**src/rtl/reg_op_sequencer_pkg.sv**
```systemverilog
// ---------------------------------------------------------------------------
// reg_op_sequencer_pkg
// Shared definitions for the register-operation sequencer and its bench:
//   DATA_W      width of the controlled register
//   op_e        command op-codes carried on cmd_op
//   state_e     sequencer FSM state encodings
//   reg_ctrl_t  one-hot control bundle driven into the register datapath
// ---------------------------------------------------------------------------
package reg_op_sequencer_pkg;

    localparam int DATA_W = 4;

    typedef enum logic [2:0] {
        OP_CLR  = 3'd0,
        OP_LOAD = 3'd1,
        OP_INC  = 3'd2,
        OP_DEC  = 3'd3,
        OP_SHR  = 3'd4,
        OP_SHL  = 3'd5,
        OP_ROR  = 3'd6,
        OP_ROL  = 3'd7
    } op_e;

    typedef enum logic [1:0] {
        ST_IDLE = 2'd0,
        ST_EXEC = 2'd1,
        ST_RESP = 2'd2
    } state_e;

    typedef struct packed {
        logic cl;
        logic ld;
        logic inc;
        logic dec;
        logic sr;
        logic sl;
    } reg_ctrl_t;

    // Ops that honour the repeat count; CLR/LOAD always take a single step.
    function automatic logic op_is_repeated(input op_e op);
        return (op != OP_CLR) && (op != OP_LOAD);
    endfunction

endpackage

```
**src/rtl/reg_op_sequencer_if.sv**
```systemverilog
// ---------------------------------------------------------------------------
// reg_op_sequencer_if
// Command/response bundle between a command source and the sequencer.
//   cmd_valid/cmd_ready  command handshake; cmd_op, cmd_data, cmd_cnt payload
//   rsp_valid/rsp_ready  response handshake; rsp_data, rsp_flag payload
//   busy                 sequencer is not idle
// master: command source / response sink.  slave: the sequencer.
// ---------------------------------------------------------------------------
interface reg_op_sequencer_if #(
    parameter int CNT_W = 4
);
    import reg_op_sequencer_pkg::*;

    logic              cmd_valid;
    logic              cmd_ready;
    logic [2:0]        cmd_op;
    logic [DATA_W-1:0] cmd_data;
    logic [CNT_W-1:0]  cmd_cnt;
    logic              rsp_valid;
    logic              rsp_ready;
    logic [DATA_W-1:0] rsp_data;
    logic              rsp_flag;
    logic              busy;

    modport master (
        output cmd_valid, cmd_op, cmd_data, cmd_cnt, rsp_ready,
        input  cmd_ready, rsp_valid, rsp_data, rsp_flag, busy
    );

    modport slave (
        input  cmd_valid, cmd_op, cmd_data, cmd_cnt, rsp_ready,
        output cmd_ready, rsp_valid, rsp_data, rsp_flag, busy
    );
endinterface

```
**src/rtl/reg_op_sequencer_register.sv**
```systemverilog
// ---------------------------------------------------------------------------
// reg_op_sequencer_register
// DATA_W-bit register with clear, parallel load, increment, decrement and
// single-bit shift right/left with external serial fill.
//   clk, rst_n  clock and asynchronous active-low reset (register -> 0)
//   ctrl        at most one control active per cycle
//   in          parallel load value
//   ir / il     bit shifted into the MSB (sr) / LSB (sl)
//   q           current register value
// ---------------------------------------------------------------------------
module reg_op_sequencer_register
    import reg_op_sequencer_pkg::*;
(
    input  logic              clk,
    input  logic              rst_n,
    input  reg_ctrl_t         ctrl,
    input  logic [DATA_W-1:0] in,
    input  logic              ir,
    input  logic              il,
    output logic [DATA_W-1:0] q
);
    logic [DATA_W-1:0] value_q;
    logic [DATA_W-1:0] value_d;

    always_comb begin
        value_d = value_q;
        if (ctrl.cl)       value_d = '0;
        else if (ctrl.ld)  value_d = in;
        else if (ctrl.inc) value_d = value_q + 1'b1;
        else if (ctrl.dec) value_d = value_q - 1'b1;
        else if (ctrl.sr)  value_d = {ir, value_q[DATA_W-1:1]};
        else if (ctrl.sl)  value_d = {value_q[DATA_W-2:0], il};
    end

    always_ff @(posedge clk or negedge rst_n) begin
        if (!rst_n) value_q <= '0;
        else        value_q <= value_d;
    end

    assign q = value_q;
endmodule

```
**src/rtl/reg_op_sequencer.sv**
```systemverilog
// ---------------------------------------------------------------------------
// reg_op_sequencer
// Accepts one command at a time, steps the register datapath once per EXEC
// cycle for the requested count, then holds the result until it is taken.
//   clk, rst_n  clock and asynchronous active-low reset
//   bus         slave side of reg_op_sequencer_if (command in, response out)
// rsp_flag records any carry/borrow or a 1 shifted out during the command.
// ---------------------------------------------------------------------------
module reg_op_sequencer
    import reg_op_sequencer_pkg::*;
#(
    parameter int CNT_W = 4
) (
    input  logic                clk,
    input  logic                rst_n,
    reg_op_sequencer_if.slave   bus
);
    state_e            state_q, state_d;
    op_e               op_q, op_d;
    logic [DATA_W-1:0] data_q, data_d;
    logic [CNT_W-1:0]  cnt_q, cnt_d;
    logic              flag_q, flag_d;

    reg_ctrl_t         reg_ctrl;
    logic              reg_ir;
    logic              reg_il;
    logic [DATA_W-1:0] reg_value;
    logic              step_carry;
    logic              cmd_ready;

    // Gated by rst_n so the port reads low throughout reset and rises as
    // soon as reset is released.
    assign cmd_ready = rst_n && (state_q == ST_IDLE);

    always_comb begin
        state_d    = state_q;
        op_d       = op_q;
        data_d     = data_q;
        cnt_d      = cnt_q;
        flag_d     = flag_q;
        reg_ctrl   = '0;
        reg_ir     = 1'b0;
        reg_il     = 1'b0;
        step_carry = 1'b0;

        unique case (state_q)
            ST_IDLE: begin
                if (bus.cmd_valid && cmd_ready) begin
                    op_d   = op_e'(bus.cmd_op);
                    data_d = bus.cmd_data;
                    flag_d = 1'b0;
                    if (!op_is_repeated(op_e'(bus.cmd_op))) begin
                        // Single step: reuse the counter so EXEC exits uniformly.
                        cnt_d   = CNT_W'(1);
                        state_d = ST_EXEC;
                    end else if (bus.cmd_cnt == '0) begin
                        cnt_d   = '0;
                        state_d = ST_RESP;
                    end else begin
                        cnt_d   = bus.cmd_cnt;
                        state_d = ST_EXEC;
                    end
                end
            end

            ST_EXEC: begin
                unique case (op_q)
                    OP_CLR:  reg_ctrl.cl = 1'b1;
                    OP_LOAD: reg_ctrl.ld = 1'b1;
                    OP_INC: begin
                        reg_ctrl.inc = 1'b1;
                        step_carry   = (reg_value == '1);
                    end
                    OP_DEC: begin
                        reg_ctrl.dec = 1'b1;
                        step_carry   = (reg_value == '0);
                    end
                    OP_SHR: begin
                        reg_ctrl.sr = 1'b1;
                        reg_ir      = data_q[0];
                        step_carry  = reg_value[0];
                    end
                    OP_SHL: begin
                        reg_ctrl.sl = 1'b1;
                        reg_il      = data_q[0];
                        step_carry  = reg_value[DATA_W-1];
                    end
                    OP_ROR: begin
                        reg_ctrl.sr = 1'b1;
                        reg_ir      = reg_value[0];
                        step_carry  = reg_value[0];
                    end
                    OP_ROL: begin
                        reg_ctrl.sl = 1'b1;
                        reg_il      = reg_value[DATA_W-1];
                        step_carry  = reg_value[DATA_W-1];
                    end
                    default: ;
                endcase
                flag_d = flag_q | step_carry;
                cnt_d  = cnt_q - 1'b1;
                if (cnt_q == CNT_W'(1)) state_d = ST_RESP;
            end

            ST_RESP: begin
                if (bus.rsp_ready) state_d = ST_IDLE;
            end

            default: state_d = ST_IDLE;
        endcase
    end

    always_ff @(posedge clk or negedge rst_n) begin
        if (!rst_n) begin
            state_q <= ST_IDLE;
            op_q    <= OP_CLR;
            data_q  <= '0;
            cnt_q   <= '0;
            flag_q  <= 1'b0;
        end else begin
            state_q <= state_d;
            op_q    <= op_d;
            data_q  <= data_d;
            cnt_q   <= cnt_d;
            flag_q  <= flag_d;
        end
    end

    reg_op_sequencer_register u_register (
        .clk   (clk),
        .rst_n (rst_n),
        .ctrl  (reg_ctrl),
        .in    (data_q),
        .ir    (reg_ir),
        .il    (reg_il),
        .q     (reg_value)
    );

    assign bus.cmd_ready = cmd_ready;
    assign bus.rsp_valid = (state_q == ST_RESP);
    assign bus.rsp_data  = reg_value;
    assign bus.rsp_flag  = flag_q;
    assign bus.busy      = (state_q != ST_IDLE);
endmodule

```
**src/flat_wrapper.sv**
```systemverilog
// flat-port wrapper written by rule: the top's interface ports become plain ports
module reg_op_sequencer_flat import reg_op_sequencer_pkg::*;
#(
    parameter int CNT_W = 4
)
  (clk, rst_n, bus_cmd_valid, bus_cmd_op, bus_cmd_data, bus_cmd_cnt, bus_rsp_ready, bus_cmd_ready, bus_rsp_valid, bus_rsp_data, bus_rsp_flag, bus_busy);
  reg_op_sequencer_if #(.CNT_W(CNT_W)) bus_i ();
  input  logic clk;
  input  logic rst_n;
  input wire logic [$bits(bus_i.cmd_valid)-1:0] bus_cmd_valid;
  input wire logic [$bits(bus_i.cmd_op)-1:0] bus_cmd_op;
  input wire logic [$bits(bus_i.cmd_data)-1:0] bus_cmd_data;
  input wire logic [$bits(bus_i.cmd_cnt)-1:0] bus_cmd_cnt;
  input wire logic [$bits(bus_i.rsp_ready)-1:0] bus_rsp_ready;
  output wire logic [$bits(bus_i.cmd_ready)-1:0] bus_cmd_ready;
  output wire logic [$bits(bus_i.rsp_valid)-1:0] bus_rsp_valid;
  output wire logic [$bits(bus_i.rsp_data)-1:0] bus_rsp_data;
  output wire logic [$bits(bus_i.rsp_flag)-1:0] bus_rsp_flag;
  output wire logic [$bits(bus_i.busy)-1:0] bus_busy;
  assign bus_i.cmd_valid = bus_cmd_valid;
  assign bus_i.cmd_op = bus_cmd_op;
  assign bus_i.cmd_data = bus_cmd_data;
  assign bus_i.cmd_cnt = bus_cmd_cnt;
  assign bus_i.rsp_ready = bus_rsp_ready;
  assign bus_cmd_ready = bus_i.cmd_ready;
  assign bus_rsp_valid = bus_i.rsp_valid;
  assign bus_rsp_data = bus_i.rsp_data;
  assign bus_rsp_flag = bus_i.rsp_flag;
  assign bus_busy = bus_i.busy;
  reg_op_sequencer #(.CNT_W(CNT_W)) u_core (.clk(clk), .rst_n(rst_n), .bus(bus_i));
endmodule
```
**config.mk**
```make
export PLATFORM = sky130hd
export DESIGN_NAME = reg_op_sequencer_flat
export DESIGN_NICKNAME = d
export VERILOG_FILES = /design/src/rtl/reg_op_sequencer_pkg.sv /design/src/rtl/reg_op_sequencer_if.sv /design/src/rtl/reg_op_sequencer_register.sv /design/src/rtl/reg_op_sequencer.sv /design/src/flat_wrapper.sv
export SDC_FILE = /design/constraint.sdc
export NUM_CORES = 1
export LEC_CHECK = 0
export BUFFER_PORTS_ARGS = -buffer_cell sky130_fd_sc_hd__buf_2
export CAP_MARGIN = 20
export CORE_MARGIN = 1
export CORE_UTILIZATION = 40
export CTS_BUF_LIST = sky130_fd_sc_hd__clkbuf_4
export DETAILED_ROUTE_END_ITERATION = 10
export HOLD_SLACK_MARGIN = 0.05
export PLACE_DENSITY_LB_ADDON = 0.05
export SLEW_MARGIN = 20
export SYNTH_ARGS = -nofsm -noshare
export SYNTH_HDL_FRONTEND = slang
export SYNTH_SLANG_ARGS = --single-unit
```
**constraint.sdc**
```tcl
create_clock -name clk -period 5.2 [get_ports clk]
set_clock_uncertainty 0.05 [all_clocks]
set_input_delay 1.04 -clock clk [delete_from_list [all_inputs] [get_ports clk]]
set_output_delay 1.04 -clock clk [all_outputs]
set_load 0.02 [all_outputs]
```
Yosys cells after proc, flatten, opt, wreduce, memory -nomap -nowiden --
Cells that the tools add are included.
Storage, ports and cells: flip-flop bits (word level) 18, bits of input ports 15, output and inout bits 8, logic and storage cells 72
Cells by class: $add $sub $neg 3, equality and inequality tests 15, muxes and demuxes 31, bitwise gates (word level) 1, reduce and logical (&&, ||, !) cells 16
Operators with widths (count):
- 4-bit two-way mux | 9
- 3-bit equality test (second input constant) | 4
- 1-bit two-way mux | 10
- 2-bit two-way mux | 5
- 4-bit logical NOT | 2
- 4-bit case mux with 2 select lines | 1
- 4-bit by 1-bit subtractor with 4-bit output (second input constant) | 2
- 3-bit by 2-bit equality test with 1-bit output (second input constant) | 2
- 6-bit two-way mux | 1
- 1-bit case mux with 2 select lines | 3
- 2-bit case mux with 3 select lines | 1
- 6-bit nonzero test | 1
- 4-bit by 1-bit adder with 4-bit output (second input constant) | 1
- 4-bit by 1-bit equality test with 1-bit output (second input constant) | 1
- 4-bit equality test (second input constant) | 1
- 2-bit inequality test (second input constant) | 2
- 1-bit case mux with 4 select lines | 1
- 2-bit AND reduction | 2
- 2-bit nonzero test | 2
- 2-bit OR reduction | 2
- 3-bit by 1-bit equality test with 1-bit output (second input constant) | 1
- 1-bit logical AND | 3
- 3-bit logical NOT | 1
- 3-bit by 1-bit inequality test with 1-bit output (second input constant) | 1
- 7 further kinds | 7

Longest topological paths before layout --
depth after elaboration 10, mapped depth 7, gate-level depth less buffers 6

By module --
From an unflattened synthesis, not the netlist that was laid out.
Unflattened totals: cells, all modules 149, area, all modules 1332.5 µm²
By module, submodules not included:
- reg_op_sequencer | times used 1, cells each 97, area each 872.1 µm²
- reg_op_sequencer_register | times used 1, cells each 52, area each 460.4 µm²

Worst setup path before layout --
No wires, ideal clock.
path type input to output, start point input port rst_n, end point output port bus_cmd_ready, arrival time 1.613 ns, required time 4.110 ns, slack 2.497 ns, stages 1, path through nor3b_1
Between the ends: cells in the longest elaborated chain, start to end 1
Ends and longest elaborated chain:
- from (decl) | line flat_wrapper.sv:9 | input logic rst_n;
- 1-bit logical AND | line reg_op_sequencer.sv:33 | assign cmd_ready = rst_n && (state_q == ST_IDLE);
- to (decl) | line flat_wrapper.sv:15 | output wire logic [$bits(bus_i.cmd_ready)-1:0] bus_cmd_ready;
No other way between the ends.

Worst setup path in the final report --
Ends and elaborated chain as after synthesis.

==> reports/qor.yml <==
path_max_fanout: 20
die_area_um2: 3242
cp-end-kind: "output port"
num-nets-final: 171
numPortBuffers: 22
layout_setup_ws_ps: 2160
ctsResizeCount: 0
peakVddDrop_mv: 0.2165
syn_area_per_cell_um2: 8.878
wl_per_cell_um: 14.45
placed_cell_area_um2: 1296
track_usage_pct: 17.24
cp_slowest_stage_delay_ps: 370
drtAntennaViolNets: 0
internal_power_mw: 0.4158
synth.top_cell.area_share_pct: 37.31
grt_pass1_wl_mm: 4.298
syn_to_final_growth_pct: 9.534
gr-total-overflow: 0
dp_hpwl_mm: 1.825
hold_viol: 0
htreeDepth: 1
r2r_slack_ps: 3430
die_w_um: 56.94
crit_slowest_cell: "buf_2"
clkSinkCount: 18
yosys.cell_types.count: 43
netlist_area_um2: 1207
synth_warnings: 0
post-route-period-util_pct: 58.45
cts_setup_buffers: 0
n_antenna_cell: 0
min_period_ps: 3040
synth_most_common_cell: "nand2_1"
cts_hold_buf: 0
swShare_pct: 46.81
core_um2: 2805
cts_tree: "yes"
drc_errors: 0
synth_edf_count: 0
worst_pin_slew_ps: 674.4
critPathTopFamily: "buffers and inverters"
slew_viol_final: 0
switching_power_mw: 0.3659
worstSetupPathType: "in -> out"
p_leak_nw: 0.6110
routed_wl_mm: 2.616
setup_violations: 0
run_status: "completed"
gp_congestion: 0.8115
num_vias: 1044
yosys.area.top_type: "dfrtp_1"
cts-buffers-inserted: 3
p_per_area_nw_per_um2: 591.1
synthCells: 136
crit_top_cell: "buf_2"
ys.flop_type: "dfrtp_1"
synth_common_cells: "nand2_1, dfrtp_1, o21ai_0"
yosysSeqAreaShare_pct: 37.31
clkLatencyLatePin_ps: 290
rsz0062_at_grt: "no"
critPathBufInv: 2
grt_pass1_vias: 891
tns_ps: 0
root_buffer: "clkbuf_4"
seqPwrFrac_pct: 41.6
critPathRequiredTime_ps: 4110
drtPass1Iterations: 4
worstPathArrival_ps: 1950
synth-seq-cells: 18
finalPower_mw: 0.7817
crit_path_cell_trace: "buf_2 > nor3b_1 > buf_2"
pwr-share-clk_pct: 9.2
start_util_pct: 43.04
timing.fmax_mhz: 329.0
synth.top_cells.by_area: "dfrtp_1, nand2_1, ha_1"
drv_cap: 0
ios: 23
max-slew-margin-rel_pct: 54.95
finalInstanceArea_um2: 1323
dp_slack_ps: 2135
p_comb_share_pct: 49.2
path_clk_slew_ps: 100
layout-drive-gt1-share_pct: 21.33
grt_max_degree: 21
placement_rows: 19
drt_iter0_drc: 43
clockBufferDepth: 2
critPathLaunchType: "input port"
vias_per_cell: 5.768
die_h_um: 56.94
syn_nets: 156
async_flop_share_pct: 100.0
min_path_type: "reg -> reg"
antenna_found_initial: 0
power by group through the flow:
| stage | logic, mW | registers [mW] | clock network [mW] |
|---|---|---|---|
| 5_1_grt | 0.436 | 0.339 | 0.0823 |
| 3_5_place_dp | 0.386 | 0.325 | 0 |
| 4_1_cts | 0.388 | 0.321 | 0.0761 |
| 2_1_floorplan | 0.361 | 0.269 | 0 |
| 6_report | 0.385 | 0.325 | 0.0719 |
| 3_3_place_gp | 0.383 | 0.323 | 0 |
cells by family (layout without fill, tap and decap cells):
group | after synthesis | after routing | share of synthesized area, %
flops | 18 | 18 | 37.31
fa+ha+maj | 5 | 5 | 5.181
compound gates | 37 | 37 | 21.24
buf+inv | 18 | 32 | 6.839
simple gates | 50 | 50 | 22.69
xor+xnor | 2 | 2 | 1.451
mux | 6 | 6 | 5.285
stage by stage:
| step | hold WS [ps] | util (%) | instances |
|---|---|---|---|
| floorplan | 394.8 | - | 136 |
| global placement | 411.9 | 46.21 | 177 |
| detailed placement | 425.2 | 46.21 | 177 |
| CTS | 439.6 | 47.15 | 181 |
| global route | 478.5 | 47.15 | 181 |
| finish | 441.3 | 47.15 | 181 |
placed cells by master (no fill, tap or decap), types with 2 or more instances in the layout:
| cell | n |
|---|---|
| nand2b_1 | 2 |
| o22ai_1 | 2 |
| nor3_1 | 3 |
| mux2i_1 | 3 |
| clkbuf_4 | 3 |
| o21ai_0 | 8 |
| buf_2 | 22 |
| nor4_1 | 2 |
| o211ai_1 | 3 |
| nand2_1 | 25 |
| a32oi_1 | 2 |
| nor2b_1 | 4 |
| a221o_1 | 2 |
| a21oi_1 | 4 |
| xor2_1 | 2 |
| ha_1 | 5 |
| mux2_2 | 3 |
| a221oi_1 | 2 |
| nor3b_1 | 2 |
| nand3_1 | 2 |
| dfrtp_1 | 18 |
| o21bai_1 | 2 |
| a211oi_1 | 4 |
| inv_1 | 6 |
registers in the layout, summed over array words and instances (netlist names):
register / cells
u_core.op_q: 3
u_core.bus.rsp_flag: 1
u_core.cnt_q: 4
u_core.u_register.q: 4
u_core.state_q: 2
u_core.data_q: 4
final cells by class:
type | count | area (um^2)
fillers | 289 | 1483
multi-input cells | 100 | 674.4
flip-flops and latches | 18 | 450.4
repair buffers | 22 | 110.1
well taps | 31 | 38.79
clock buffers | 3 | 22.52
inverters | 6 | 22.52
clock inverters | 1 | 3.754
final timing paths:
check / end / cells after the start / from
min reg2reg: u_core.cnt_q[3] / 1 / u_core.cnt_q[3]
min: u_core.cnt_q[3] / 1 / u_core.cnt_q[3]
max in group asynchronous: u_core.data_q[0] / 1 / rst_n
max reg2reg: u_core.u_register.q[2] / 6 / u_core.u_register.q[0]
max: bus_cmd_ready / 3 / rst_n
min in group asynchronous: u_core.u_register.q[1] / 1 / rst_n
worst register-to-register path, stage by stage, from the launching register on:
cell,delay (ps)
dfrtp_1,530
inv_1,150
ha_1,230
xor2_1,160
a21oi_1,170
nor3_1,60
a221o_1,320
layer usage:
layer  wire [um]  global-route usage [%]  share of wire, %  up-vias
met1        1349                   25.57                52      492
met3          81                   3.855               3.1        4
met2        1158                   24.71                44       21
met4          26                   5.923              0.99        0
li1            -                       -                 -      527
met5           0                       0                 0        -
Power figures use the tool's default switching activity.
